**src/rtl/pipeline_regfetch_fwd_pkg.sv**
```systemverilog
// Shared definitions for the register-fetch stage: instruction field
// positions and the operand-source encoding used by the bypass muxes.
package pipeline_regfetch_fwd_pkg;

  // Low bit of each source-register field; the width comes from REG_AW.
  localparam int RS_LO = 21;
  localparam int RT_LO = 16;

  typedef enum logic [1:0] {
    SRC_RF   = 2'd0,
    SRC_ZERO = 2'd1,
    SRC_EX   = 2'd2,
    SRC_MEM  = 2'd3
  } src_sel_e;

endpackage

```
**src/rtl/pipeline_fwd_mux.sv**
```systemverilog
// Operand bypass for one source register.
// EX beats MEM beats the regfile; a load still in EX is never a source.
module pipeline_fwd_mux
  import pipeline_regfetch_fwd_pkg::*;
#(
  parameter int DATA_WIDTH = 32,
  parameter int REG_AW     = 5,
  parameter int ZERO_REG   = 1
) (
  input  logic [REG_AW-1:0]     idx,
  input  logic [DATA_WIDTH-1:0] rout,
  input  logic                  ex_wr_en,
  input  logic [REG_AW-1:0]     ex_wr_idx,
  input  logic [DATA_WIDTH-1:0] ex_wr_val,
  input  logic                  ex_is_load,
  input  logic                  mem_wr_en,
  input  logic [REG_AW-1:0]     mem_wr_idx,
  input  logic [DATA_WIDTH-1:0] mem_wr_val,
  output logic [DATA_WIDTH-1:0] operand
);

  src_sel_e sel;

  always_comb begin
    sel = SRC_RF;
    if (ZERO_REG != 0 && idx == '0)
      sel = SRC_ZERO;
    else if (ex_wr_en && !ex_is_load && ex_wr_idx == idx)
      sel = SRC_EX;
    else if (mem_wr_en && mem_wr_idx == idx)
      sel = SRC_MEM;
  end

  always_comb begin
    operand = rout;
    case (sel)
      SRC_ZERO: operand = '0;
      SRC_EX:   operand = ex_wr_val;
      SRC_MEM:  operand = mem_wr_val;
      default:  operand = rout;
    endcase
  end

endmodule

```
**src/rtl/pipeline_regfetch_fwd.sv**
```systemverilog
// Register-fetch (ID) stage: reads and bypasses rs/rt, registers them for EX,
// inserts a single bubble on a load-use hazard and counts those bubbles.
module pipeline_regfetch_fwd
  import pipeline_regfetch_fwd_pkg::*;
#(
  parameter int DATA_WIDTH = 32,
  parameter int REG_AW     = 5,
  parameter int ZERO_REG   = 1,
  parameter int CNT_WIDTH  = 16
) (
  input  logic                  clk,
  input  logic                  rst,
  input  logic [31:0]           inst_in,
  input  logic                  inst_valid,
  output logic [REG_AW-1:0]     rindex0,
  input  logic [DATA_WIDTH-1:0] rout0,
  output logic [REG_AW-1:0]     rindex1,
  input  logic [DATA_WIDTH-1:0] rout1,
  input  logic                  ex_wr_en,
  input  logic [REG_AW-1:0]     ex_wr_idx,
  input  logic [DATA_WIDTH-1:0] ex_wr_val,
  input  logic                  ex_is_load,
  input  logic                  mem_wr_en,
  input  logic [REG_AW-1:0]     mem_wr_idx,
  input  logic [DATA_WIDTH-1:0] mem_wr_val,
  input  logic                  stall_in,
  input  logic                  flush,
  output logic                  stall_out,
  output logic                  valid_out,
  output logic [31:0]           inst_out,
  output logic [DATA_WIDTH-1:0] rs_val,
  output logic [DATA_WIDTH-1:0] rt_val,
  output logic [CNT_WIDTH-1:0]  stall_count
);

  // Handshake: valid_out qualifies inst_out/rs_val/rt_val. stall_in is EX's
  // not-ready: while high every output register holds. stall_out is this
  // stage's not-ready towards fetch, which must then hold inst_in.

  localparam logic [CNT_WIDTH-1:0] CNT_ONE = {{(CNT_WIDTH-1){1'b0}}, 1'b1};

  logic [REG_AW-1:0]     rs_idx;
  logic [REG_AW-1:0]     rt_idx;
  logic [DATA_WIDTH-1:0] rs_fwd;
  logic [DATA_WIDTH-1:0] rt_fwd;
  logic                  ex_idx_live;
  logic                  hazard;

  assign rs_idx  = inst_in[RS_LO +: REG_AW];
  assign rt_idx  = inst_in[RT_LO +: REG_AW];
  assign rindex0 = rs_idx;
  assign rindex1 = rt_idx;

  pipeline_fwd_mux #(
    .DATA_WIDTH (DATA_WIDTH),
    .REG_AW     (REG_AW),
    .ZERO_REG   (ZERO_REG)
  ) u_rs_mux (
    .idx        (rs_idx),
    .rout       (rout0),
    .ex_wr_en   (ex_wr_en),
    .ex_wr_idx  (ex_wr_idx),
    .ex_wr_val  (ex_wr_val),
    .ex_is_load (ex_is_load),
    .mem_wr_en  (mem_wr_en),
    .mem_wr_idx (mem_wr_idx),
    .mem_wr_val (mem_wr_val),
    .operand    (rs_fwd)
  );

  pipeline_fwd_mux #(
    .DATA_WIDTH (DATA_WIDTH),
    .REG_AW     (REG_AW),
    .ZERO_REG   (ZERO_REG)
  ) u_rt_mux (
    .idx        (rt_idx),
    .rout       (rout1),
    .ex_wr_en   (ex_wr_en),
    .ex_wr_idx  (ex_wr_idx),
    .ex_wr_val  (ex_wr_val),
    .ex_is_load (ex_is_load),
    .mem_wr_en  (mem_wr_en),
    .mem_wr_idx (mem_wr_idx),
    .mem_wr_val (mem_wr_val),
    .operand    (rt_fwd)
  );

  // rt is always compared, so I-type instructions may bubble spuriously.
  assign ex_idx_live = (ZERO_REG == 0) || (ex_wr_idx != '0);
  assign hazard = inst_valid && ex_wr_en && ex_is_load && ex_idx_live &&
                  (ex_wr_idx == rs_idx || ex_wr_idx == rt_idx);
  assign stall_out = !rst && !flush && (hazard || stall_in);

  always_ff @(posedge clk) begin
    if (rst) begin
      valid_out   <= 1'b0;
      inst_out    <= '0;
      rs_val      <= '0;
      rt_val      <= '0;
      stall_count <= '0;
    end else if (flush) begin
      valid_out <= 1'b0;
    end else if (stall_in) begin
      valid_out <= valid_out;
    end else if (hazard) begin
      valid_out <= 1'b0;
      if (!(&stall_count))
        stall_count <= stall_count + CNT_ONE;
    end else begin
      valid_out <= inst_valid;
      inst_out  <= inst_in;
      rs_val    <= rs_fwd;
      rt_val    <= rt_fwd;
    end
  end

endmodule

```
**config.mk**
```make
export PLATFORM = sky130hd
export DESIGN_NAME = pipeline_regfetch_fwd
export DESIGN_NICKNAME = d
export VERILOG_FILES = /design/src/rtl/pipeline_regfetch_fwd_pkg.sv /design/src/rtl/pipeline_fwd_mux.sv /design/src/rtl/pipeline_regfetch_fwd.sv
export SDC_FILE = /design/constraint.sdc
export NUM_CORES = 1
export LEC_CHECK = 0
export ABC_AREA = 1
export BUFFER_PORTS_ARGS = -buffer_cell sky130_fd_sc_hd__buf_2
export CAP_MARGIN = 20
export CORE_ASPECT_RATIO = 1.1
export CORE_MARGIN = 2
export CORE_UTILIZATION = 28
export DETAILED_ROUTE_END_ITERATION = 8
export GPL_TIMING_DRIVEN = 1
export MAX_ROUTING_LAYER = met4
export PLACE_DENSITY = 0.58
export SLEW_MARGIN = 20
export SYNTH_ARGS = -nofsm -noshare
export SYNTH_HDL_FRONTEND = slang
export SYNTH_HIERARCHICAL = 1
export SYNTH_SLANG_ARGS = --single-unit
```
**constraint.sdc**
```tcl
create_clock -name clk -period 2.2 [get_ports clk]
set_input_delay 0.22 -clock clk [delete_from_list [all_inputs] [get_ports clk]]
set_output_delay 0.22 -clock clk [all_outputs]
set_load 0.01 [all_outputs]
```
After elaboration in Yosys (flattened, before gate mapping)
Cells that the tools add are included.
{ "word_totals": {"regBits": 113, "input_bits": 178, "output_inout_bits": 124, "elab_cells": 52} }
{ "classes": {"addsub": 1, "n_eq_ne": 10, "mux": 9, "n_bitwise": 4, "reduce_logical": 23} }
{ "ops": {"columns": ["cell", "n"], "rows": [
  ["$pmux 32 s3", 2],
  ["$eq 5x5->1", 4],
  ["$add 16x1->16 const B", 1],
  ["$reduce_and 16->1", 1],
  ["$mux 2", 6],
  ["$logic_and 1x1->1", 11],
  ["$logic_not 5->1", 2],
  ["$eq 2x2->1 const B", 4],
  ["$reduce_bool 5->1", 1],
  ["$eq 2x1->1 const B", 2],
  ["$not 1->1", 4],
  ["$reduce_and 4->1", 1],
  ["$logic_not 1->1", 3],
  ["$reduce_and 3->1", 1],
  ["$logic_or 1x1->1", 2],
  ["$reduce_or 2->1", 1],
  ["$mux 1", 1]
]} }

Depth between registers and ports, before layout
Gate-level depths: netlist of run 1.
{ "logic_depth": {"word_depth": 7, "mapped_depth": 12, "mapped_depth_nobuf": 11} }

By module
Netlist of run 1, hierarchy kept.
{ "by_module_without_submodules": {"columns": ["module", "n_inst", "cells_each", "area_each_um2", "seq_area_each_um2"], "rows": [
  ["pipeline_regfetch_fwd", 1, 651, 4707.0, 2262.2],
  ["pipeline_fwd_mux", 2, 210, 1112.3, 0.0]
]} }

Worst setup path before layout of run 1
OpenSTA, ideal clock, no wires.
{ "synth_path": {"kind": "register -> register", "from": "register stall_count[1]", "to": "register stall_count[10]", "setup_time_ns": 0.113, "t_arrival_ns": 1.502, "required_time_ns": 2.087, "path_slack_ns": 0.585, "path_stages_with_launch": 12, "n_path_buf": 1, "synth_period_minus_slack_ns": 1.615, "path_cell_list": "dfxtp_1 > ha_1 > nand2_1 > nor2_1 > nand2_1 > nor2_1 > nor2_1 > nand4_1 > buf_2 > nand2_1 > nand2_1 > nor2_1"} }
{ "synth_between": {"elab_chain_cells": 3, "elab_cells_between_ends": 4, "cone_classes": "add/sub (1); bitwise (1); reduce/logical (2)"} }
{ "synth_rtl": {"columns": ["element", "line_no", "text"], "rows": [
  ["from (decl)", "pipeline_regfetch_fwd.sv:33", "output logic [CNT_WIDTH-1:0] stall_count"],
  ["from (signal assigned)", "pipeline_regfetch_fwd.sv:108", "stall_count <= stall_count + CNT_ONE;"],
  ["parallel branches: the longest is 3 deep, another holds $add 16x1->16", null, null]
]} }
Parallel ways; which one is timed is not known.
A chain may end at the register's enable or synchronous reset.

Worst setup path after layout of run 1
{ "layout_path": {"from": "register stall_count[0]", "to": "register stall_count[8]"} }
Same word-level chain as after synthesis.

==> metrics.txt, run 1 <==
# TYPE chip_impl_metric gauge
chip_impl_metric{name="final_antenna_net_count",unit=""} 0
chip_impl_metric{name="p_per_area",unit="nW/um^2"} 643.6
chip_impl_metric{name="placedCellCount",unit=""} 1614
chip_impl_info{name="rsz0062_at_grt",value="no"} 1
chip_impl_metric{name="multi_input_area",unit="sq um"} 3781
chip_impl_metric{name="synth-warning-count",unit=""} 6
chip_impl_metric{name="clock-sinks",unit=""} 113
chip_impl_metric{name="layout.area.seq",unit="sq um"} 2262
chip_impl_metric{name="count_of_instances_resized_after_the_clock_tree_is_built",unit=""} 0
chip_impl_metric{name="p_leak",unit="uW"} 0.004438
chip_impl_metric{name="post-synth-top-area-fraction",unit=""} 0.3264
chip_impl_metric{name="antenna_found_initial",unit=""} 14
chip_impl_metric{name="postSynthAreaPerCell",unit="sq um"} 6.472
chip_impl_metric{name="synth.cell_area",unit="sq um"} 6932
chip_impl_metric{name="layout.cells.non_filler",unit=""} 1661
chip_impl_metric{name="timing.reg2reg.setup_slack",unit="ns"} 0.40
chip_impl_info{name="startpoint",value="stall_count[0]"} 1
chip_impl_metric{name="syn_nets",unit=""} 1250
chip_impl_metric{name="report.final.slew_viol_count",unit=""} 0
chip_impl_metric{name="sequential_cell_area_fraction_in_the_yosys_report",unit=""} 0.3264
chip_impl_metric{name="cts_buffers",unit=""} 17
chip_impl_info{name="layout.cells.most_common_list",value="300 x sky130_fd_sc_hd__buf_2, 281 x sky130_fd_sc_hd__nand2_1, 174 x sky130_fd_sc_hd__nand3_1"} 1
chip_impl_metric{name="die_area",unit="sq um"} 26030
chip_impl_metric{name="clock_insertion_delay_worst_skew",unit="ns"} 0.41
chip_impl_metric{name="worst_ep_arrival_time",unit="ns"} 2.14
chip_impl_metric{name="post_cts.repair.setup_buffers",unit=""} 0
chip_impl_metric{name="cts.htree.levels",unit=""} 4
chip_impl_metric{name="drtIter0Drc",unit=""} 711
chip_impl_metric{name="worst-endpoint-required",unit="ns"} 2.54
chip_impl_metric{name="boundaryPins",unit=""} 302
chip_impl_info{name="hp-class",value="input pin to register"} 1
chip_impl_info{name="endpoint_with_the_worst_hold_slack",value="valid_out"} 1
chip_impl_metric{name="holdPathStages",unit=""} 3
chip_impl_metric{name="cts_buffer_depth",unit=""} 2
chip_impl_metric{name="min_period_over_period",unit=""} 0.8179
chip_impl_info{name="layout.cells.most_common",value="sky130_fd_sc_hd__buf_2"} 1
chip_impl_metric{name="reg2regPathDepth",unit=""} 11
chip_impl_metric{name="worst_setup_hold_path_clk_slew",unit="ns"} 0.06
chip_impl_metric{name="wire_per_inst",unit="um"} 18.96
chip_impl_metric{name="time_the_worst_path_needs_with_i_o_delays_and_setup",unit="ns"} 1.799
chip_impl_info{name="ys_top_cells_by_area",value="sky130_fd_sc_hd__dfxtp_1 33%, sky130_fd_sc_hd__nand2_1 15%, sky130_fd_sc_hd__nand3_1 13%"} 1
chip_impl_info{name="timing.hold.worst.start",value="stall_in"} 1
chip_impl_metric{name="detail_route.drc_violations",unit=""} 0
chip_impl_info{name="worstReg2RegEnd",value="stall_count[8]"} 1
chip_impl_metric{name="peakVddDrop",unit="mV"} 0.3898
chip_impl_info{name="synth_top_area_cell",value="sky130_fd_sc_hd__dfxtp_1"} 1
chip_impl_metric{name="synth-seq-cells",unit=""} 113
chip_impl_metric{name="via_per_inst",unit=""} 5.196
chip_impl_metric{name="overflow",unit=""} 0
chip_impl_metric{name="coreArea",unit="sq um"} 24400
chip_impl_metric{name="tns",unit="ns"} 0
chip_impl_info{name="clk_root_buffer_cell",value="sky130_fd_sc_hd__clkbuf_16"} 1
chip_impl_metric{name="synth.lib_cells_used.distinct",unit=""} 25
chip_impl_info{name="startpoint_type",value="register"} 1
chip_impl_metric{name="finalSetupViolations",unit=""} 0
chip_impl_metric{name="syn2layout_area_growth",unit="%"} 32.02
chip_impl_info{name="class_of_the_most_critical_setup_path",value="register to register"} 1
chip_impl_info{name="cts_tree",value="done"} 1
chip_impl_metric{name="drv.max_cap_violation_count",unit=""} 0
chip_impl_metric{name="routed_wl",unit="um"} 31500
chip_impl_metric{name="nets",unit=""} 1502
chip_impl_metric{name="port-buffer-count",unit=""} 301
chip_impl_metric{name="final_layout_size_suffix_gt1_frac",unit=""} 0.2927
chip_impl_metric{name="worst_tran_pin_value",unit="ns"} 0.4684
chip_impl_metric{name="number_of_global_route_vias_before_repair",unit=""} 8271
chip_impl_metric{name="hold_viol",unit=""} 0
chip_impl_metric{name="initial_utilization",unit=""} 0.2841
chip_impl_metric{name="std_cell_rows",unit=""} 60
chip_impl_metric{name="fp.dieH",unit="um"} 169.0
chip_impl_metric{name="vias_after_detailed_routing",unit=""} 8630
chip_impl_info{name="worst_setup_path_end_kind",value="register"} 1
chip_impl_metric{name="grt_start_max_net_pins",unit=""} 80
chip_impl_metric{name="post_synth_inst_count",unit=""} 1071
chip_impl_metric{name="drt_first_pass_iters",unit=""} 5
chip_impl_metric{name="die_w",unit="um"} 154.0
chip_impl_info{name="status",value="completed"} 1
chip_impl_metric{name="finalWeightedCongestion",unit=""} 0.9062
chip_impl_metric{name="slew_headroom",unit=""} 0.6877
chip_impl_metric{name="critical_path.max_fanout",unit=""} 11
chip_impl_metric{name="fmaxAchievable",unit="GHz"} 0.5557
chip_impl_metric{name="fillerInstances",unit=""} 2739
chip_impl_info{name="r2r_start",value="stall_count[0]"} 1
chip_impl_metric{name="track_usage",unit=""} 0.2470
chip_impl_metric{name="grt_pass1_wl",unit="um"} 48450
chip_impl_metric{name="fin_skew",unit="ns"} 0.006132
chip_impl_metric{name="post-dp-hpwl",unit="um"} 22680
chip_impl_metric{name="cts_hold_buf",unit=""} 0
kinds of logic (layout without fill, tap and decap cells):
group                      after synthesis  count (layout)  synth area share
and+or+nand+nor                        680             680            0.4576
DFF                                    113             113            0.3264
adders and majority gates                1               1          0.001805
buffers and inverters                  166             431            0.1303
other                                    0              15                 0
AOI/OAI and AO/OA                      104             104           0.07509
xor gates and xnor gates                 7               7          0.008845
sequential cells by signal, indices dropped and copies added, names as in the netlist:
signal	count
inst_out	32
rs_val	32
rt_val	32
stall_count	16
valid_out	1
Yosys cell counts:
master                     instances
sky130_fd_sc_hd__nand3_2           4
sky130_fd_sc_hd__nand2_1         281
sky130_fd_sc_hd__nand2_4           1
sky130_fd_sc_hd__clkbuf_4          2
sky130_fd_sc_hd__clkinv_2          2
sky130_fd_sc_hd__ha_1              1
sky130_fd_sc_hd__buf_6            22
sky130_fd_sc_hd__nor3_1            5
sky130_fd_sc_hd__nand2_2           2
sky130_fd_sc_hd__nand3_1         176
sky130_fd_sc_hd__clkbuf_1         20
sky130_fd_sc_hd__nand4_1         134
sky130_fd_sc_hd__buf_1             7
sky130_fd_sc_hd__xor2_1            5
sky130_fd_sc_hd__inv_1            53
sky130_fd_sc_hd__a21oi_1         102
sky130_fd_sc_hd__xnor2_1           2
sky130_fd_sc_hd__dfxtp_1         113
sky130_fd_sc_hd__buf_2            30
sky130_fd_sc_hd__buf_4            18
sky130_fd_sc_hd__inv_2            12
sky130_fd_sc_hd__nor2_4            2
sky130_fd_sc_hd__nor2_1           73
sky130_fd_sc_hd__o21ai_0           2
sky130_fd_sc_hd__nor2_2            2
critical path, stage by stage (launching register included):
cell and delay [ns]:
sky130_fd_sc_hd__dfxtp_1 0.34, sky130_fd_sc_hd__ha_1 0.21, sky130_fd_sc_hd__nand2_1 0.12, sky130_fd_sc_hd__nor2_1 0.05
sky130_fd_sc_hd__nand2_1 0.09, sky130_fd_sc_hd__nor2_1 0.05, sky130_fd_sc_hd__nor2_1 0.08, sky130_fd_sc_hd__nand4_1 0.30
sky130_fd_sc_hd__buf_12 0.25, sky130_fd_sc_hd__nand2_1 0.05, sky130_fd_sc_hd__nand2_1 0.04, sky130_fd_sc_hd__nor2_1 0.13
layout make-up:
| cell class | count | area share |
|---|---|---|
| well taps | 310 | 0.04238 |
| multi-input cells | 792 | 0.4132 |
| diodes | 15 | 0.004102 |
| flip-flops and latches | 113 | 0.2472 |
| clock buffers | 17 | 0.04649 |
| inverters | 67 | 0.02789 |
| repair buffers | 332 | 0.2026 |
| clock inverters | 15 | 0.01613 |
metal layers:
layer | wire length (um) | up-vias | track usage
met2 | 14950 | 403 | 0.4112
met4 | 618 | 0 | 0.06867
met5 | 0 | - | -
met3 | 2860 | 32 | 0.06759
met1 | 13070 | 4024 | 0.2937
li1 | - | 4171 | -
where the power goes:
| part | switching (uW) | total, uW | internal, uW |
|---|---|---|---|
| sequential | 42.3 | 2180 | 2130 |
| combinational | 564 | 941 | 377 |
| clock | 1180 | 2770 | 1590 |
| total | 1790 | 5890 | 4100 |
metrics by stage:
| step | setup slack, ns | total power [uW] | util | area, sq um | hold WS, ns |
|---|---|---|---|---|---|
| after global placement | 0.2582 | 3162 | 0.3501 | 8541 | 0.4464 |
| after global routing | 0.1496 | 6157 | 0.3750 | 9149 | 0.05334 |
| after CTS | 0.3752 | 5967 | 0.3735 | 9114 | 0.03486 |
| after detailed placement | 0.2541 | 3165 | 0.3501 | 8541 | 0.4476 |
| final | 0.4006 | 5890 | 0.3751 | 9151 | 0.05953 |
| after floorplan | 0.5853 | 2713 | - | 6932 | 0.3659 |
worst max path at each step:
stage | endpoint | slack (ns)
2_1_floorplan | stall_count[10] | 0.59
3_3_place_gp | rs_val[2] | 0.26
3_5_place_dp | rs_val[28] | 0.25
4_1_cts | stall_count[8] | 0.38
5_1_grt | stall_count[8] | 0.15
6_report | stall_count[8] | 0.40
No activity file was read; power rests on OpenSTA's default activity.
==> run 2, diff against run 1 <==
PLACE_DENSITY = 0.6   (was 0.58)
clock period = 1.6 ns   (was 2.2 ns; I/O delays follow)
==> run 2 against run 1 <==
Compared with the run above:
- register-to-register slack worse by 0.35 ns
- setup slack worse by 0.35 ns
- cell count increased by 5.4%
- global-route usage shrank 0.30 points
- critical path depth fell by 1
- clock power grew 35%
- clock skew up 0.0011 ns
- largest power group unchanged
- highest routed layer unchanged
==> metrics.txt, run 2 (synthesis results as in run 1) <==
# TYPE chip_impl_metric gauge
chip_impl_info{name="status",value="completed"} 1
chip_impl_info{name="path_cells",value="ha_4 > nand2_4 > nor2_1 > nand2_1 > nor2_1 > nor2_1 > nand4_1 > buf_2 > o21ai_0 > nor2_1"} 1
chip_impl_metric{name="layout.area.seq",unit="sq um"} 2268
chip_impl_metric{name="fin_skew",unit="ns"} 0.007222
chip_impl_metric{name="worst-path-stages",unit=""} 10
chip_impl_metric{name="slowest_delay",unit="ns"} 0.34
chip_impl_metric{name="coreArea",unit="sq um"} 24400
chip_impl_metric{name="boundaryPins",unit=""} 302
chip_impl_metric{name="multi_input_area",unit="sq um"} 3847
chip_impl_metric{name="overflow",unit=""} 0
chip_impl_metric{name="drtIter0Drc",unit=""} 661
chip_impl_metric{name="cp.buffers_inverters",unit=""} 1
chip_impl_metric{name="cts.htree.levels",unit=""} 4
chip_impl_metric{name="grt_start_max_net_pins",unit=""} 80
chip_impl_metric{name="p_sw_frac",unit=""} 0.2986
chip_impl_metric{name="final_layout_size_suffix_gt1_frac",unit=""} 0.3329
chip_impl_metric{name="reg2regPathDepth",unit=""} 10
chip_impl_metric{name="pwr-share-comb",unit=""} 0.176
chip_impl_metric{name="slew_headroom",unit=""} 0.6746
chip_impl_metric{name="p_leak",unit="uW"} 0.004922
chip_impl_metric{name="clock-sinks",unit=""} 113
chip_impl_metric{name="p_int",unit="uW"} 5725
chip_impl_info{name="layout_top_registers",value="inst_out (32), rs_val (32), rt_val (32)"} 1
chip_impl_metric{name="post-dp-hpwl",unit="um"} 23400
chip_impl_metric{name="wire_per_inst",unit="um"} 18.15
chip_impl_metric{name="vias_after_detailed_routing",unit=""} 8966
chip_impl_metric{name="std_cell_rows",unit=""} 60
chip_impl_metric{name="layout.cells.non_filler",unit=""} 1751
chip_impl_metric{name="min_period_over_period",unit=""} 0.9699
chip_impl_info{name="cp_slowest_cell",value="sky130_fd_sc_hd__dfxtp_2"} 1
chip_impl_metric{name="port-buffer-count",unit=""} 301
chip_impl_info{name="worst_setup_path_end_kind",value="register"} 1
chip_impl_info{name="grt.busiest_layer",value="met2"} 1
chip_impl_metric{name="cts_buffer_depth",unit=""} 2
chip_impl_metric{name="power.share.clock",unit=""} 0.457
chip_impl_metric{name="detail_route.drc_violations",unit=""} 0
chip_impl_info{name="crit_top_cell",value="sky130_fd_sc_hd__nor2_1"} 1
chip_impl_metric{name="power.share.sequential",unit=""} 0.367
chip_impl_metric{name="holdPathStages",unit=""} 3
chip_impl_metric{name="cts_buffers",unit=""} 17
chip_impl_metric{name="finish.utilization",unit=""} 0.4137
chip_impl_metric{name="p_per_area",unit="nW/um^2"} 808.5
chip_impl_metric{name="report.final.slew_viol_count",unit=""} 0
chip_impl_metric{name="placedCellCount",unit=""} 1675
chip_impl_info{name="cts_tree",value="done"} 1
chip_impl_metric{name="met3_usage",unit=""} 0.07373
chip_impl_info{name="startpoint_type",value="register"} 1
chip_impl_metric{name="global_route_track_usage_on_met1",unit=""} 0.2757
chip_impl_metric{name="worst_ep_arrival_time",unit="ns"} 1.87
chip_impl_metric{name="syn2layout_area_growth",unit="%"} 45.63
chip_impl_info{name="layout.cells.most_common_list",value="299 x sky130_fd_sc_hd__buf_2, 279 x sky130_fd_sc_hd__nand2_1, 173 x sky130_fd_sc_hd__nand3_1"} 1
chip_impl_info{name="class_of_the_most_critical_setup_path",value="register to register"} 1
chip_impl_info{name="hp-class",value="input pin to register"} 1
chip_impl_metric{name="fillerInstances",unit=""} 2634
chip_impl_metric{name="finalSetupViolations",unit=""} 0
chip_impl_metric{name="worst_tran_pin_value",unit="ns"} 0.4882
chip_impl_metric{name="track_usage",unit=""} 0.2440
chip_impl_metric{name="antenna_found_initial",unit=""} 17
chip_impl_metric{name="drv.max_cap_violation_count",unit=""} 0
chip_impl_info{name="crit_family",value="simple AND/OR/NAND/NOR gates"} 1
chip_impl_metric{name="drt_first_pass_iters",unit=""} 6
chip_impl_metric{name="use_met2",unit=""} 0.4168
chip_impl_metric{name="worst-endpoint-required",unit="ns"} 1.92
chip_impl_metric{name="routed_wl",unit="um"} 31780
chip_impl_metric{name="number_of_global_route_vias_before_repair",unit=""} 8435
chip_impl_metric{name="clock_insertion_delay_worst_skew",unit="ns"} 0.42
chip_impl_metric{name="critical_path.max_fanout",unit=""} 5
chip_impl_metric{name="fp.dieH",unit="um"} 169.0
chip_impl_metric{name="worst_setup_hold_path_clk_slew",unit="ns"} 0.06
chip_impl_metric{name="die_area",unit="sq um"} 26030
chip_impl_metric{name="final_antenna_net_count",unit=""} 0
chip_impl_info{name="clk_root_buffer_cell",value="sky130_fd_sc_hd__clkbuf_16"} 1
chip_impl_metric{name="via_per_inst",unit=""} 5.121
chip_impl_metric{name="time_the_worst_path_needs_with_i_o_delays_and_setup",unit="ns"} 1.552
chip_impl_metric{name="grt_pass1_wl",unit="um"} 47600
chip_impl_metric{name="nets",unit=""} 1587
chip_impl_metric{name="die_w",unit="um"} 154.0
chip_impl_info{name="layout.cells.most_common",value="sky130_fd_sc_hd__buf_2"} 1
chip_impl_metric{name="hold_viol",unit=""} 0
chip_impl_metric{name="peakVddDrop",unit="mV"} 0.7165
chip_impl_metric{name="initial_utilization",unit=""} 0.2841
chip_impl_metric{name="netSwitchingPower",unit="uW"} 2437
chip_impl_metric{name="finalWeightedCongestion",unit=""} 0.9057
chip_impl_metric{name="fmaxAchievable",unit="GHz"} 0.6444
## run 2: tightest hold or removal path, delay by kind of cell
| kind | cells | cell delay [ns] |
|---|---|---|
| buf+inv | 1 | 0.10 |
| compound gates | 1 | 0.06 |
| simple gates | 1 | 0.07 |
## run 2: through the flow
step | hold slack (ns) | setup TNS [ns] | instance area [sq um] | setup slack (ns) | total power (uW)
after floorplan | 0.3059 | 0 | 6934 | 0.01705 | 3730
after global placement | 0.4244 | -3.159 | 9174 | -0.1198 | 4439
after detailed placement | 0.4366 | -6.254 | 9174 | -0.1162 | 4447
after CTS | 0.002422 | -0.02868 | 9958 | -0.02868 | 8261
after global routing | 0.01975 | -0.03704 | 10090 | -0.01950 | 8526
final | 0.01532 | 0 | 10090 | 0.04812 | 8162
## run 2: final cells by class
cell class | instances | share of cell area
Sequential cell | 113 | 0.2247
Clock buffer | 18 | 0.04251
Tap cell | 310 | 0.03842
Clock inverter | 14 | 0.01289
Multi-Input combinational cell | 792 | 0.3811
Inverter | 67 | 0.02529
Antenna cell | 20 | 0.004958
Timing Repair Buffer | 417 | 0.2701
## run 2: layer usage
metal | part of all wire | wire length [um] | vias to the layer above
li1 | - | - | 4353
met4 | 0.021 | 682 | 0
met1 | 0.39 | 12420 | 4122
met2 | 0.49 | 15530 | 444
met5 | 0 | 0 | -
met3 | 0.099 | 3146 | 47
## run 2: worst paths after layout
kind / slack (ns) / startpoint / endpoint
setup reg to reg: 0.05 / stall_count[1] / stall_count[12]
hold reg to reg: 0.46 / inst_out[11] / inst_out[11]
setup / recovery: 0.05 / stall_count[1] / stall_count[12]
hold / removal: 0.02 / inst_in[6] / inst_out[6]
## run 2: timing repair
item	in CTS	in global routing
endpoints found under the hold margin	21	0
gates cloned	0	1
buffers inserted	1	3
pin swaps	2	6
gates resized for setup	2	23
hold buffers	21	0
endpoints found under the setup margin	7	17
## run 2: power by group through the flow
stage	sequential [uW]	combinational [uW]	clock, uW
final	3000	1430	3730
after global routing	3010	1570	3940
after CTS	3000	1440	3830
after detailed placement	3060	1390	0
after global placement	3050	1380	0
after floorplan	3110	620	0
